## src/rtl/load_extend_unit.sv

```systemverilog
// load_extend_unit: registered load-data aligner with zero/sign extension.
// Selects the addressed byte/half/word/double from a little-endian memory
// word, extends it to full width and holds it in a single output register
// behind a valid/ready handshake. Misaligned or oversized accesses produce
// a zeroed result with a fault flag and bump a saturating fault counter.
module load_extend_unit #(
  parameter int DATA_WIDTH = 32,
  localparam int OFFSET_WIDTH = $clog2(DATA_WIDTH / 8),
  parameter int ERR_CNT_WIDTH = 8
) (
  input  logic                     clk,
  input  logic                     rst,
  input  logic                     in_valid,
  output logic                     in_ready,
  input  logic [DATA_WIDTH-1:0]    in_data,
  input  logic [OFFSET_WIDTH-1:0]  in_offset,
  input  logic [1:0]               in_size,
  input  logic                     in_sign_ext,
  output logic                     out_valid,
  input  logic                     out_ready,
  output logic [DATA_WIDTH-1:0]    out_data,
  output logic                     out_fault,
  output logic [ERR_CNT_WIDTH-1:0] err_count
);

  logic                  accept;
  logic [DATA_WIDTH-1:0] shifted;
  logic [DATA_WIDTH-1:0] field_mask;
  logic [DATA_WIDTH-1:0] ext_data;
  logic [DATA_WIDTH-1:0] data_next;
  logic [6:0]            size_bits;
  logic [3:0]            lane_mask;
  logic                  sign_bit;
  logic                  illegal_size;
  logic                  misaligned;
  logic                  fault;

  // The register can take a new request whenever it is empty or draining.
  assign in_ready = !out_valid || out_ready;
  assign accept   = in_valid && in_ready;

  // Align the addressed lane to bit 0, mask to the access width and extend.
  always_comb begin
    shifted    = in_data >> {in_offset, 3'b000};
    size_bits  = 7'd8 << in_size;
    // Shifting all-ones by the access width leaves ones only above the field;
    // for a full-width access the shift clears everything, so the mask is all ones.
    field_mask = ~({DATA_WIDTH{1'b1}} << size_bits);
    case (in_size)
      2'd0:    sign_bit = shifted[7];
      2'd1:    sign_bit = shifted[15];
      2'd2:    sign_bit = shifted[31];
      default: sign_bit = shifted[DATA_WIDTH-1];
    endcase
    ext_data = shifted & field_mask;
    if (in_sign_ext && sign_bit) begin
      ext_data = ext_data | ~field_mask;
    end
    // A double access only exists on a 64-bit datapath.
    illegal_size = (DATA_WIDTH < 64) && (in_size == 2'd3);
    lane_mask    = (4'd1 << in_size) - 4'd1;
    misaligned   = |(in_offset & lane_mask[OFFSET_WIDTH-1:0]);
    fault        = illegal_size || misaligned;
    data_next    = fault ? '0 : ext_data;
  end

  // Output register with bubble collapse; the fault counter advances on the load edge.
  always_ff @(posedge clk) begin
    if (rst) begin
      out_valid <= 1'b0;
      out_data  <= '0;
      out_fault <= 1'b0;
      err_count <= '0;
    end else begin
      if (accept) begin
        out_valid <= 1'b1;
        out_data  <= data_next;
        out_fault <= fault;
        if (fault && (err_count != {ERR_CNT_WIDTH{1'b1}})) begin
          err_count <= err_count + 1'b1;
        end
      end else if (out_ready) begin
        out_valid <= 1'b0;
      end
    end
  end

endmodule

```

## config.mk

```make
export PLATFORM = sky130hd
export DESIGN_NAME = load_extend_unit
export DESIGN_NICKNAME = d
export VERILOG_FILES = /design/src/rtl/load_extend_unit.sv
export SDC_FILE = /design/constraint.sdc
export NUM_CORES = 1
export LEC_CHECK = 0
export BUFFER_PORTS_ARGS = -buffer_cell sky130_fd_sc_hd__buf_2
export CAP_MARGIN = 20
export CORE_MARGIN = 1.5
export CORE_UTILIZATION = 40
export DETAILED_ROUTE_END_ITERATION = 8
export PLACE_DENSITY = 0.67
export SLEW_MARGIN = 5
export SYNTH_ARGS = -nofsm -noshare
export SYNTH_HDL_FRONTEND = slang
export SYNTH_SLANG_ARGS = --single-unit
```

## constraint.sdc

```tcl
create_clock -name clk -period 5.01 [get_ports clk]
set_clock_uncertainty 0.05 [all_clocks]
set_input_delay 1.002 -clock clk [delete_from_list [all_inputs] [get_ports clk]]
set_output_delay 1.002 -clock clk [all_outputs]
set_load 0.02 [all_outputs]
```

# Word-level counts from Yosys, hierarchy flattened
# Cells that the tools add are included.
# W data, S select, Z words.
classes:
  addsub: 2
  n_eq_ne: 3
  n_shift: 4
  n_mux: 5
  bitwise_logic: 5
  reduce_logical: 10
ops:
  columns: ["operator", "n"]
  rows:
  - ["$mux W32", 2]
  - ["$not A32 Y32", 2]
  - ["$and A32 B32 Y32", 1]
  - ["$or A32 B32 Y32", 1]
  - ["$shl A32 B7 Y32 const A", 1]
  - ["$shr A32 B5 Y32", 1]
  - ["$add A8 B1 Y8 const B", 1]
  - ["$ne A8 B8 Y1 const B", 1]
  - ["$shl A4 B2 Y7 const A", 1]
  - ["$logic_and A1 B1 Y1", 3]
  - ["$and A2 B2 Y2", 1]
  - ["$eq A2 B1 Y1 const B", 1]
  - ["$eq A2 B2 Y1 const B", 1]
  - ["$logic_not A2 Y1", 1]
  - ["$logic_or A1 B1 Y1", 2]
  - ["$mux W1", 2]
  - ["$pmux W1 S2", 1]
  - ["$reduce_and A2 Y1", 1]
  - ["$reduce_bool A2 Y1", 1]
  - ["$reduce_or A2 Y1", 1]
  - ["$shl A1 B2 Y2 const A", 1]
  - ["$sub A2 B1 Y2 const B", 1]
  - ["$logic_not A1 Y1", 1]
word_totals:
  register_bits: 42
  input_bits: 41
  out_inout_bits: 43

# Depth between registers and ports, before layout
logic_depth:
  word_depth: 7
  ltp_mapped: 7
  mapped_depth_nobuf: 5

# Worst setup path after synthesis
# Ideal clock, no wire load.
synth_path:
  kind: "input to register"
  start: "in in_size[0]"
  end: "reg out_data[22]"
  t_arrival_ns: 2.421
  required_time_ns: 4.900
  slack_ns: 2.479
  stages: 6
  n_path_buf: 2
  cell_sequence: "or3_4 > a2111oi_4 > and4b_1 > buf_4 > buf_6 > a221o_1"
synth_between:
  elab_chain_len: 7
synth_rtl:
  columns: ["item", "line", "rtl"]
  rows:
  - ["from (decl)", "17", "input logic [1:0] in_size,"]
  - ["$shl A4 B2 Y7", "45", "size_bits = 7'd8 << in_size;"]
  - ["$shl A32 B7 Y32", "48", "field_mask = ~({DATA_WIDTH{1'b1}} << size_bits);"]
  - ["$not A32 Y32", "48", null]
  - ["$and A32 B32 Y32 or $not A32 Y32 (tied branches)", "55, 57", null]
  - ["$or A32 B32 Y32", "57", "ext_data = ext_data | ~field_mask;"]
  - ["$mux W32", "56", "if (in_sign_ext && sign_bit) begin"]
  - ["$mux W32 (*)", "64", "data_next = fault ? '0 : ext_data;"]
  - ["to (signal assigned)", "77", "out_data <= data_next;"]
  - ["to (decl)", "21", "output logic [DATA_WIDTH-1:0] out_data,"]
# Every way passes the cells marked *; elsewhere a longest branch is shown, timed or not.
# A chain may end at the register's enable or synchronous reset.

# Final worst setup path
layout_path:
  start: "in in_offset[0]"
  end: "reg out_data[21]"
layout_between:
  elab_chain_len: 5
layout_rtl:
  columns: ["item", "line", "rtl"]
  rows:
  - ["from (decl)", "16", "input logic [OFFSET_WIDTH-1:0] in_offset,"]
  - ["$shr A32 B5 Y32", "44", "shifted = in_data >> {in_offset, 3'b000};"]
  - ["$pmux W1 S2 or $and A32 B32 Y32 (tied branches)", "49, 55", null]
  - ["$logic_and A1 B1 Y1 or $or A32 B32 Y32 (tied branches)", "56, 57", null]
  - ["$mux W32", "56", null]
  - ["$mux W32 (*)", "64", null]
# Marks and branches as above.

==> results.cfg <==
[die]
die_x_um = 76.9
fp-row-count = 26
io_pins = 84
die-area_sq_mm = 0.00591
coreArea_sq_mm = 0.00517
initial_core_util_pct = 42.2
die_y_um = 76.9

[logic_synthesis]
yosys-top-cells-count = 42 x dfxtp_1, 24 x nand2_1, 21 x nor2_1
ys_async_sr_fraction_pct = 0
synth_top_cell_by_area = dfxtp_1
synth-warning-count = 0
synth_mux_area_share_pct = 12.0
synthDominantCellAreaShare_pct = 38.5
synth.most_common_cell = dfxtp_1
synth_compound_area_share_pct = 24.8
synthAdderAreaFrac_pct = 0.573
synth_flop_cell = dfxtp_1
syn_area_per_cell_sq_um = 8.98
syn_area_sq_mm = 0.00218
synth_seq_cells = 42
synth_edf_count = 0
synth_top_family_by_area = compound AO/OA/AOI/OAI gates
yosys.area_share.simple_pct = 19.4
yosysSeqAreaShare_pct = 38.5
synth_area_leaders = dfxtp_1 39%, mux2i_1 6.9%, mux2_2 5.2%
syn_inst = 243
syn_nets = 285
synth_xor_area_share_pct = 0
ys_types = 43

[drt]
dr.first_iter.drc_count = 143
drc = 0
via_per_inst = 5.51
wl_mm = 6.01
num_vias = 2138
dr.pass1.iters = 4
ant_nets = 0
wire_per_inst_um = 15.5

[setup_path]
reg2reg_depth = 4
worst_setup_path_start_kind = input port
regToRegStartpoint = out_valid
criticalPathCategory = input port to flip-flop
cp-end-kind = flip-flop
worstPathRequired_ns = 5.21
rrSetupSlack_ns = 2.79
r2r-end = out_data[21]
cp_max_fo = 29
crit_arrival_ns = 3.57

[clock_tree]
cts_buffers = 5
cts_tree = built
worstSkewPairLatency_ns = 0.30
cts-resized-gates = 0
htreeDepth = 2
cts.clk_slew.worst_paths_ns = 0.09
root_buffer = clkbuf_8
clockBufferDepth = 2
hold_buffers = 0
cts_sinks = 42
post_cts_buffers = 0

[sta]
fin_setup_tns_ns = 0
finalHoldViolCount = 0
max_slew_margin_pct = 40.3
whs_ns = 0.409
setup_viol = 0
fin_crit_ns = 3.37
setup_slack_ns = 1.64
maxSlewViolCount = 0
max_slew.worst_pin.slew_ns = 0.896
max_freq_mhz = 297
finalCritPeriodShare_pct = 67.2
rsz0062_at_grt = no

[placement]
place.gp.congestion = 0.821
io_buffers = 83
dpl.hpwl_mm = 4.44
pre_cts_ws_ns = 1.36

[global_route]
grt_pass1_vias = 1883
antenna_found_initial = 0
grt_use_total_pct = 20.2
overflow = 0
grt_pass1_wl_mm = 9.49
grt_max_degree = 35

[worst_hold_path]
min_from = out_data[3]
holdPathStages = 2
worst_hold_path_type = flip-flop to flip-flop
worstHoldEndpoint = out_data[3]

[power]
powerDensity_mw_per_mm2 = 263
p_leak_uw = 0.00128
total_power_uw = 712
peakVddDrop_mv = 0.153

[run_status]
status = finished, final reports clean

[flow_run]
maxCapViolCount = 0

[layout]
drive_gt1_share_pct = 33.0
area_growth_pct = 24.1
post-route-util_pct = 52.4
final_nets = 359
fillers = 521
regArea_sq_um = 841
diodes = 0
multi_input_area_sq_mm = 0.00124
[layer usage]
metal / GRT usage (%) / up-vias / share of wire (%) / wire length (um)
met5: 0 / - / 0 / 0
met4: 6.11 / 0 / 1.1 / 65
met3: 4.40 / 7 / 5.4 / 326
met2: 31.9 / 68 / 45 / 2730
met1: 27.6 / 993 / 48 / 2880
li1: - / 1070 / - / -
[worst max-delay path, stage by stage]
cell	delay [ns]
buf_2	0.32
or3_4	0.46
a2111oi_4	0.86
and4b_1	0.72
a221o_1	0.20
[cells by family after synthesis]
kind of cell / after synthesis
and+or+nand+nor: 84
AOI/OAI and AO/OA: 68
buffers and inverters: 23
muxes: 25
DFF: 42
adders and majority gates: 1
[registers in the layout, summed over array words and instances, names as in the netlist]
name / flops
out_data: 32
err_count: 8
out_fault: 1
out_valid: 1
[how the worst max path moves through the flow]
stage                 startpoint      endpoint  slack [ns]
finish              in_offset[0]  out_data[21]        1.64
global route        in_offset[0]  out_data[21]        1.50
CTS                 in_offset[0]  out_data[21]        1.69
detailed placement  in_offset[0]  out_data[21]        1.36
global placement    in_offset[0]  out_data[20]        1.39
floorplan             in_size[0]  out_data[22]        2.48
[layout make-up]
class | instances | share of cell area [%]
Multi-Input combinational cell | 178 | 45.8
Sequential cell | 42 | 31.0
Timing Repair Buffer | 84 | 15.6
Tap cell | 70 | 3.23
Clock buffer | 5 | 2.54
Clock inverter | 3 | 0.924
Inverter | 6 | 0.831
[per-stage QoR]
step | area (sq um) | cells
detailed placement | 2620 | 380
global placement | 2620 | 380
global route | 2710 | 388
CTS | 2710 | 388
finish | 2710 | 388
floorplan | 2180 | 243
[power breakdown]
| group | total [uW] | leakage (uW) | internal, uW | switching [uW] |
|---|---|---|---|---|
| Clock | 228 | 0.0000447 | 101 | 127 |
| Combinational | 131 | 0.000899 | 50.2 | 81.2 |
| Sequential | 353 | 0.000341 | 346 | 6.94 |
| Total | 712 | 0.00128 | 496 | 216 |
[cells in the final DEF (no fill, tap or decap), drive strengths merged, types with 7 or more instances in the layout]
master	Yosys	final
o2bb2ai	8	8
a211o	8	8
inv	6	7
dfxtp	42	42
nand2	24	24
and3	8	8
mux2i	15	15
mux2	10	10
a211oi	7	7
buf	7	84
a21oi	14	14
nor2	21	21
o2111ai	8	8
a221o	8	8
(Power assumes the default switching activity.)
